===== src/rtl/regfile_wb_arbiter_if.sv =====
// Write-back bus for regfile_wb_arbiter.
// Purpose: bundles the two result handshakes (ALU port A, LSU port B),
//   the registered regfile write port, the two forward query ports and idle.
// Ports (signals):
//   a_valid/a_ready/a_rd/a_data   ALU result handshake
//   b_valid/b_ready/b_rd/b_data   LSU result handshake
//   wen/waddr/wdata               regfile write port (registered)
//   qN_addr/qN_hit/qN_data        forward queries, N = 1,2
//   idle                          nothing pending anywhere
// Modports: master = result producers / decode side, slave = the arbiter.
interface regfile_wb_arbiter_if #(
  parameter int XLEN = 64,
  parameter int AW   = 5
);
  logic            a_valid;
  logic            a_ready;
  logic [AW-1:0]   a_rd;
  logic [XLEN-1:0] a_data;
  logic            b_valid;
  logic            b_ready;
  logic [AW-1:0]   b_rd;
  logic [XLEN-1:0] b_data;
  logic            wen;
  logic [AW-1:0]   waddr;
  logic [XLEN-1:0] wdata;
  logic [AW-1:0]   q1_addr;
  logic            q1_hit;
  logic [XLEN-1:0] q1_data;
  logic [AW-1:0]   q2_addr;
  logic            q2_hit;
  logic [XLEN-1:0] q2_data;
  logic            idle;

  modport master (
    output a_valid, a_rd, a_data, b_valid, b_rd, b_data, q1_addr, q2_addr,
    input  a_ready, b_ready, wen, waddr, wdata, q1_hit, q1_data, q2_hit, q2_data, idle
  );

  modport slave (
    input  a_valid, a_rd, a_data, b_valid, b_rd, b_data, q1_addr, q2_addr,
    output a_ready, b_ready, wen, waddr, wdata, q1_hit, q1_data, q2_hit, q2_data, idle
  );
endinterface


===== src/rtl/regfile_wb_arbiter.sv =====
// regfile_wb_arbiter
// Purpose: write-back side of the integer register file. ALU (A) and LSU (B)
//   results are captured in one-entry holding buffers, arbitrated oldest-first
//   and written through a registered single write port. Pending values are
//   forwarded to two query ports so decode never sees a stale register.
// Ports:
//   clk   single clock, all state on posedge
//   rst   synchronous reset, active-high
//   bus   regfile_wb_arbiter_if.slave (handshakes, write port, queries, idle)
module regfile_wb_arbiter #(
  parameter int XLEN = 64,
  parameter int AW   = 5
) (
  input logic                  clk,
  input logic                  rst,
  regfile_wb_arbiter_if.slave  bus
);

  typedef struct packed {
    logic            v;
    logic [AW-1:0]   rd;
    logic [XLEN-1:0] data;
  } hold_t;

  hold_t           ha;
  hold_t           hb;
  logic            b_older;
  logic            grant_a;
  logic            grant_b;
  logic            load_a;
  logic            load_b;
  logic            wen_q;
  logic [AW-1:0]   waddr_q;
  logic [XLEN-1:0] wdata_q;
  logic [XLEN:0]   fwd1;
  logic [XLEN:0]   fwd2;

  // Forward lookup returning {hit, data}. When both buffers match, the
  // younger one wins; the output stage is older than anything still buffered.
  function automatic logic [XLEN:0] fwd(
    input logic [AW-1:0]   addr,
    input hold_t           a,
    input hold_t           b,
    input logic            bold,
    input logic            w,
    input logic [AW-1:0]   wa,
    input logic [XLEN-1:0] wd
  );
    logic a_hit;
    logic b_hit;
    a_hit = a.v && (a.rd == addr);
    b_hit = b.v && (b.rd == addr);
    fwd   = '0;
    if (addr != '0) begin
      if (a_hit && b_hit)        fwd = {1'b1, bold ? a.data : b.data};
      else if (a_hit)            fwd = {1'b1, a.data};
      else if (b_hit)            fwd = {1'b1, b.data};
      else if (w && (wa == addr)) fwd = {1'b1, wd};
    end
  endfunction

  always_comb begin
    grant_a = ha.v && (!hb.v || !b_older);
    grant_b = hb.v && (!ha.v || b_older);
  end

  // A granted buffer drains this cycle, so it can take a new result at once.
  assign bus.a_ready = !rst && (!ha.v || grant_a);
  assign bus.b_ready = !rst && (!hb.v || grant_b);

  // Results for x0 complete the handshake but are never stored.
  assign load_a = bus.a_valid && bus.a_ready && (bus.a_rd != '0);
  assign load_b = bus.b_valid && bus.b_ready && (bus.b_rd != '0);

  always_ff @(posedge clk) begin
    if (rst) begin
      ha      <= '0;
      hb      <= '0;
      b_older <= 1'b0;
      wen_q   <= 1'b0;
      waddr_q <= '0;
      wdata_q <= '0;
    end else begin
      if (load_a)       ha   <= {1'b1, bus.a_rd, bus.a_data};
      else if (grant_a) ha.v <= 1'b0;

      if (load_b)       hb   <= {1'b1, bus.b_rd, bus.b_data};
      else if (grant_b) hb.v <= 1'b0;

      // The buffer that stays put is older than one that loads; a tie
      // (both loading together) is resolved in favour of B.
      if (load_a && (load_b || (hb.v && !grant_b)))
        b_older <= 1'b1;
      else if (load_b && ha.v && !grant_a)
        b_older <= 1'b0;

      wen_q <= grant_a || grant_b;
      if (grant_a) begin
        waddr_q <= ha.rd;
        wdata_q <= ha.data;
      end else if (grant_b) begin
        waddr_q <= hb.rd;
        wdata_q <= hb.data;
      end
    end
  end

  always_comb begin
    fwd1 = fwd(bus.q1_addr, ha, hb, b_older, wen_q, waddr_q, wdata_q);
    fwd2 = fwd(bus.q2_addr, ha, hb, b_older, wen_q, waddr_q, wdata_q);
  end

  assign bus.q1_hit  = fwd1[XLEN];
  assign bus.q1_data = fwd1[XLEN-1:0];
  assign bus.q2_hit  = fwd2[XLEN];
  assign bus.q2_data = fwd2[XLEN-1:0];

  assign bus.wen   = wen_q;
  assign bus.waddr = waddr_q;
  assign bus.wdata = wdata_q;
  assign bus.idle  = !ha.v && !hb.v && !wen_q;

endmodule

===== src/flat_wrapper.sv =====
// flat-port wrapper written by rule: the top's interface ports become plain ports
module regfile_wb_arbiter_flat 
#(
  parameter int XLEN = 64,
  parameter int AW   = 5
)
  (clk, rst, bus_a_valid, bus_a_rd, bus_a_data, bus_b_valid, bus_b_rd, bus_b_data, bus_q1_addr, bus_q2_addr, bus_a_ready, bus_b_ready, bus_wen, bus_waddr, bus_wdata, bus_q1_hit, bus_q1_data, bus_q2_hit, bus_q2_data, bus_idle);
  regfile_wb_arbiter_if #(.XLEN(XLEN), .AW(AW)) bus_i ();
  input logic clk;
  input logic rst;
  input wire logic [$bits(bus_i.a_valid)-1:0] bus_a_valid;
  input wire logic [$bits(bus_i.a_rd)-1:0] bus_a_rd;
  input wire logic [$bits(bus_i.a_data)-1:0] bus_a_data;
  input wire logic [$bits(bus_i.b_valid)-1:0] bus_b_valid;
  input wire logic [$bits(bus_i.b_rd)-1:0] bus_b_rd;
  input wire logic [$bits(bus_i.b_data)-1:0] bus_b_data;
  input wire logic [$bits(bus_i.q1_addr)-1:0] bus_q1_addr;
  input wire logic [$bits(bus_i.q2_addr)-1:0] bus_q2_addr;
  output wire logic [$bits(bus_i.a_ready)-1:0] bus_a_ready;
  output wire logic [$bits(bus_i.b_ready)-1:0] bus_b_ready;
  output wire logic [$bits(bus_i.wen)-1:0] bus_wen;
  output wire logic [$bits(bus_i.waddr)-1:0] bus_waddr;
  output wire logic [$bits(bus_i.wdata)-1:0] bus_wdata;
  output wire logic [$bits(bus_i.q1_hit)-1:0] bus_q1_hit;
  output wire logic [$bits(bus_i.q1_data)-1:0] bus_q1_data;
  output wire logic [$bits(bus_i.q2_hit)-1:0] bus_q2_hit;
  output wire logic [$bits(bus_i.q2_data)-1:0] bus_q2_data;
  output wire logic [$bits(bus_i.idle)-1:0] bus_idle;
  assign bus_i.a_valid = bus_a_valid;
  assign bus_i.a_rd = bus_a_rd;
  assign bus_i.a_data = bus_a_data;
  assign bus_i.b_valid = bus_b_valid;
  assign bus_i.b_rd = bus_b_rd;
  assign bus_i.b_data = bus_b_data;
  assign bus_i.q1_addr = bus_q1_addr;
  assign bus_i.q2_addr = bus_q2_addr;
  assign bus_a_ready = bus_i.a_ready;
  assign bus_b_ready = bus_i.b_ready;
  assign bus_wen = bus_i.wen;
  assign bus_waddr = bus_i.waddr;
  assign bus_wdata = bus_i.wdata;
  assign bus_q1_hit = bus_i.q1_hit;
  assign bus_q1_data = bus_i.q1_data;
  assign bus_q2_hit = bus_i.q2_hit;
  assign bus_q2_data = bus_i.q2_data;
  assign bus_idle = bus_i.idle;
  regfile_wb_arbiter #(.XLEN(XLEN), .AW(AW)) u_core (.clk(clk), .rst(rst), .bus(bus_i));
endmodule

===== config.mk =====
export PLATFORM = sky130hd
export DESIGN_NAME = regfile_wb_arbiter_flat
export DESIGN_NICKNAME = d
export VERILOG_FILES = /design/src/rtl/regfile_wb_arbiter_if.sv /design/src/rtl/regfile_wb_arbiter.sv /design/src/flat_wrapper.sv
export SDC_FILE = /design/constraint.sdc
export NUM_CORES = 1
export LEC_CHECK = 0
export CORE_AREA = 4 4 203 155
export DETAILED_ROUTE_END_ITERATION = 10
export DIE_AREA = 0 0 207 159
export PLACE_DENSITY = 0.86
export SLEW_MARGIN = 30
export SYNTH_ARGS = -nofsm -noshare
export SYNTH_HDL_FRONTEND = slang
export SYNTH_SLANG_ARGS = --single-unit

===== constraint.sdc =====
create_clock -name clk -period 2.1 [get_ports clk]
set_input_delay 0.42 -clock clk [delete_from_list [all_inputs] [get_ports clk]]
set_output_delay 0.42 -clock clk [all_outputs]
set_load 0.02 [all_outputs]

==> flow_summary.ini <==
[status]
status = finished with violations
violations = setup timing

[yosys]
async_flop_share = 0
syn_nets = 1733
avgSynthCellArea_um2 = 8.306
yosysWarnings = 0
ys_seq_area_frac = 0.3217
yosys.cell_types.count = 44
synthFlopType = dfxtp_1
syn_inst = 1581
synth_enable_flop_cells = 0
synth_area_um2 = 13130
ys_ff_latch = 211

[power]
p_int_mw = 8.541
p_switching_mw = 4.047
combPwrFrac = 0.242
clkPwrFrac = 0.369
leakage_nw = 8.299
switching_share = 0.3215
pwr_density_cell_nw_per_um2 = 527.5
pwr-share-seq = 0.389
vdd_drop_max_mv = 0.5302

[clocking]
path_clk_slew_ps = 70
cts_buffer_depth = 3
cts_buffers = 24
insertion_delay_ps = 540
htreeDepth = 1
root_buffer = clkbuf_16
cts_tree = built
clkSinkCount = 211

[critical_path]
crit_slowest_cell = and3_4
crit_chain = xor2_1, nor3_2, and3_4, clkbuf_16, a21oi_1, a221oi_4, buf_6
end_kind = output pin
cp.depth = 7
worst-r2r-cell-count = 7
path_max_fanout = 8
cp.required_ps = 1680
crit_family = simple AND/OR/NAND/NOR gates
worst-path-buf-inv = 2
cpPeakStageDelay_ps = 480
cp_data_arrival_time_ps = 2880
path_class = register to output pin
cp-start-kind = register

[sta]
finalHoldViolations = 0
fin_hold_ws_ps = 183.3
post-route-min-period_ps = 3299
min_period_over_period = 1.571
final_max_slew_viol_count = 0
relSlewSlack = 0.3863
skew_ps = 31.57
clock.fmax_mhz = 303.1
grt_setup_unrepaired = true
setup_slack_ps = -1199
worst_slew_pin_slew_ps = 910.9
finalSetupViolCount = 134

[floorplanning]
ioPinCount = 355
core_area_um2 = 29190
die_h_um = 159
fp.dieW_um = 207
row_count = 54
floorplan.initialDensity = 0.4499
dieArea_um2 = 32910

[global_routing]
grt_pass1_wl_um = 94840
grt_pass1_vias = 15800
overflow = 0
antenna_found_initial = 8
grt_max_degree = 190
track_usage = 0.3543

[detailed_routing]
ant_nets = 0
drc_errors = 0
drt_iter0_drc = 2581
viasPerCell = 6.828
vias = 17050
drt-pass1-iter-count = 8
avgRoutedWirePerCell_um = 30.51
wirelength_um = 76190

[hold_path]
min_path_type = primary input to register
whs_path_depth = 2

[cells_and_area]
fin_cells = 2497
fin_nets = 2236
drive_gt1_frac = 0.3892
postLayoutCoreUtil = 0.8176
area_growth_pct = 81.74
final_cell_mix = dfxtp_1, clkdlybuf4s50_1, nand2_1, buf_4, buf_6
final_common_cell = dfxtp_1

[place]
dp_cells = 2326
hpwl_um = 35560
gp_congestion = 0.9559
place_ws_ps = -1592
io_buffers = 354

[job]
drv_cap = 0
==> power groups by stage <==
stage               Combinational (mW)  Sequential [mW]  Clock [mW]
global route                      3.15             4.90        4.77
floorplan                         1.20             4.87           0
global placement                  2.46             4.77           0
detailed placement                2.53             4.79           0
finish                            3.05             4.89        4.64
CTS                               2.69             4.74        4.58
==> layer usage <==
layer	global-route usage	wire length [um]	up-vias
li1	-	-	6728
met1	0.4411	26500	7988
met2	0.5663	33170	1775
met3	0.09888	10260	555
met4	0.1766	6235	4
met5	0	28	-
==> flip-flops by register name, summed over array words and instances (netlist names) <==
name / flops
u_core.bus.wdata: 64
u_core.ha: 70
u_core.b_older: 1
u_core.bus.waddr: 5
u_core.hb: 70
u_core.bus.wen: 1
==> synth_stat cells (2+ instances only) <==
cell / instances / share of area
nand2b_1: 137 / 0.065
nand3_1: 67 / 0.026
buf_8: 5 / 0.0057
nor3_2: 2 / 0.0015
buf_2: 38 / 0.014
buf_6: 14 / 0.012
mux2i_1: 205 / 0.16
nor4_1: 3 / 0.0014
and3_1: 7 / 0.0033
o21ai_0: 115 / 0.044
a221oi_1: 36 / 0.024
nor3_1: 3 / 0.0011
dfxtp_1: 211 / 0.32
nor2_1: 82 / 0.023
o31ai_1: 2 / 0.0011
or4_1: 4 / 0.0023
buf_4: 18 / 0.010
nand2_1: 193 / 0.055
a211oi_1: 69 / 0.039
o22ai_2: 40 / 0.038
o22ai_1: 23 / 0.011
inv_1: 4 / 0.0011
xor2_1: 26 / 0.017
clkbuf_1: 74 / 0.021
a21oi_1: 123 / 0.047
xnor2_1: 4 / 0.0027
o21ai_1: 21 / 0.0080
o21ai_2: 2 / 0.0013
buf_1: 11 / 0.0031
a221oi_2: 28 / 0.032
==> cells by family after synthesis <==
logic type	count (synthesis)	synth area share
buf+inv	165	0.06851
compound gates	464	0.2491
xor+xnor	30	0.02001
mux	205	0.1563
simple gates	506	0.1845
flops	211	0.3217
==> metrics by stage <==
step	power (mW)	area (um2)	setup TNS [ps]
floorplan	6.070	14520	-9971
global placement	7.224	19280	-209130
detailed placement	7.321	19280	-220450
CTS	12.02	22180	-123690
global route	12.82	23870	-141640
finish	12.59	23870	-133020
==> layout make-up <==
cell class	instances	area, um2
antenna	6	15.01
fill	1413	5323
sequential	211	4243
timing repair buffer	638	7433
clock inverter	8	142.6
tap	392	490.5
inverter	4	15.01
multi-input combinational	1205	10830
clock buffer	33	695.7
==> timing repair <==
item                       CTS  global route
pin swaps                   45            79
resized for setup          962           227
setup buffers               58            41
hold buffers                 0             0
gates cloned                20            23
setup endpoints to repair  135           140
==> path summary, 6_finish.rpt <==
check / from / endpoint / slack [ps]
worst max-delay path: u_core.ha[67] / bus_q2_data[62] / -1200
worst min-delay path: rst / u_core.ha[69] / 180
worst max register to register: u_core.ha[69] / u_core.ha[15] / -210
worst min register to register: u_core.hb[49] / u_core.hb[49] / 530
Power figures use the tool's default switching activity.
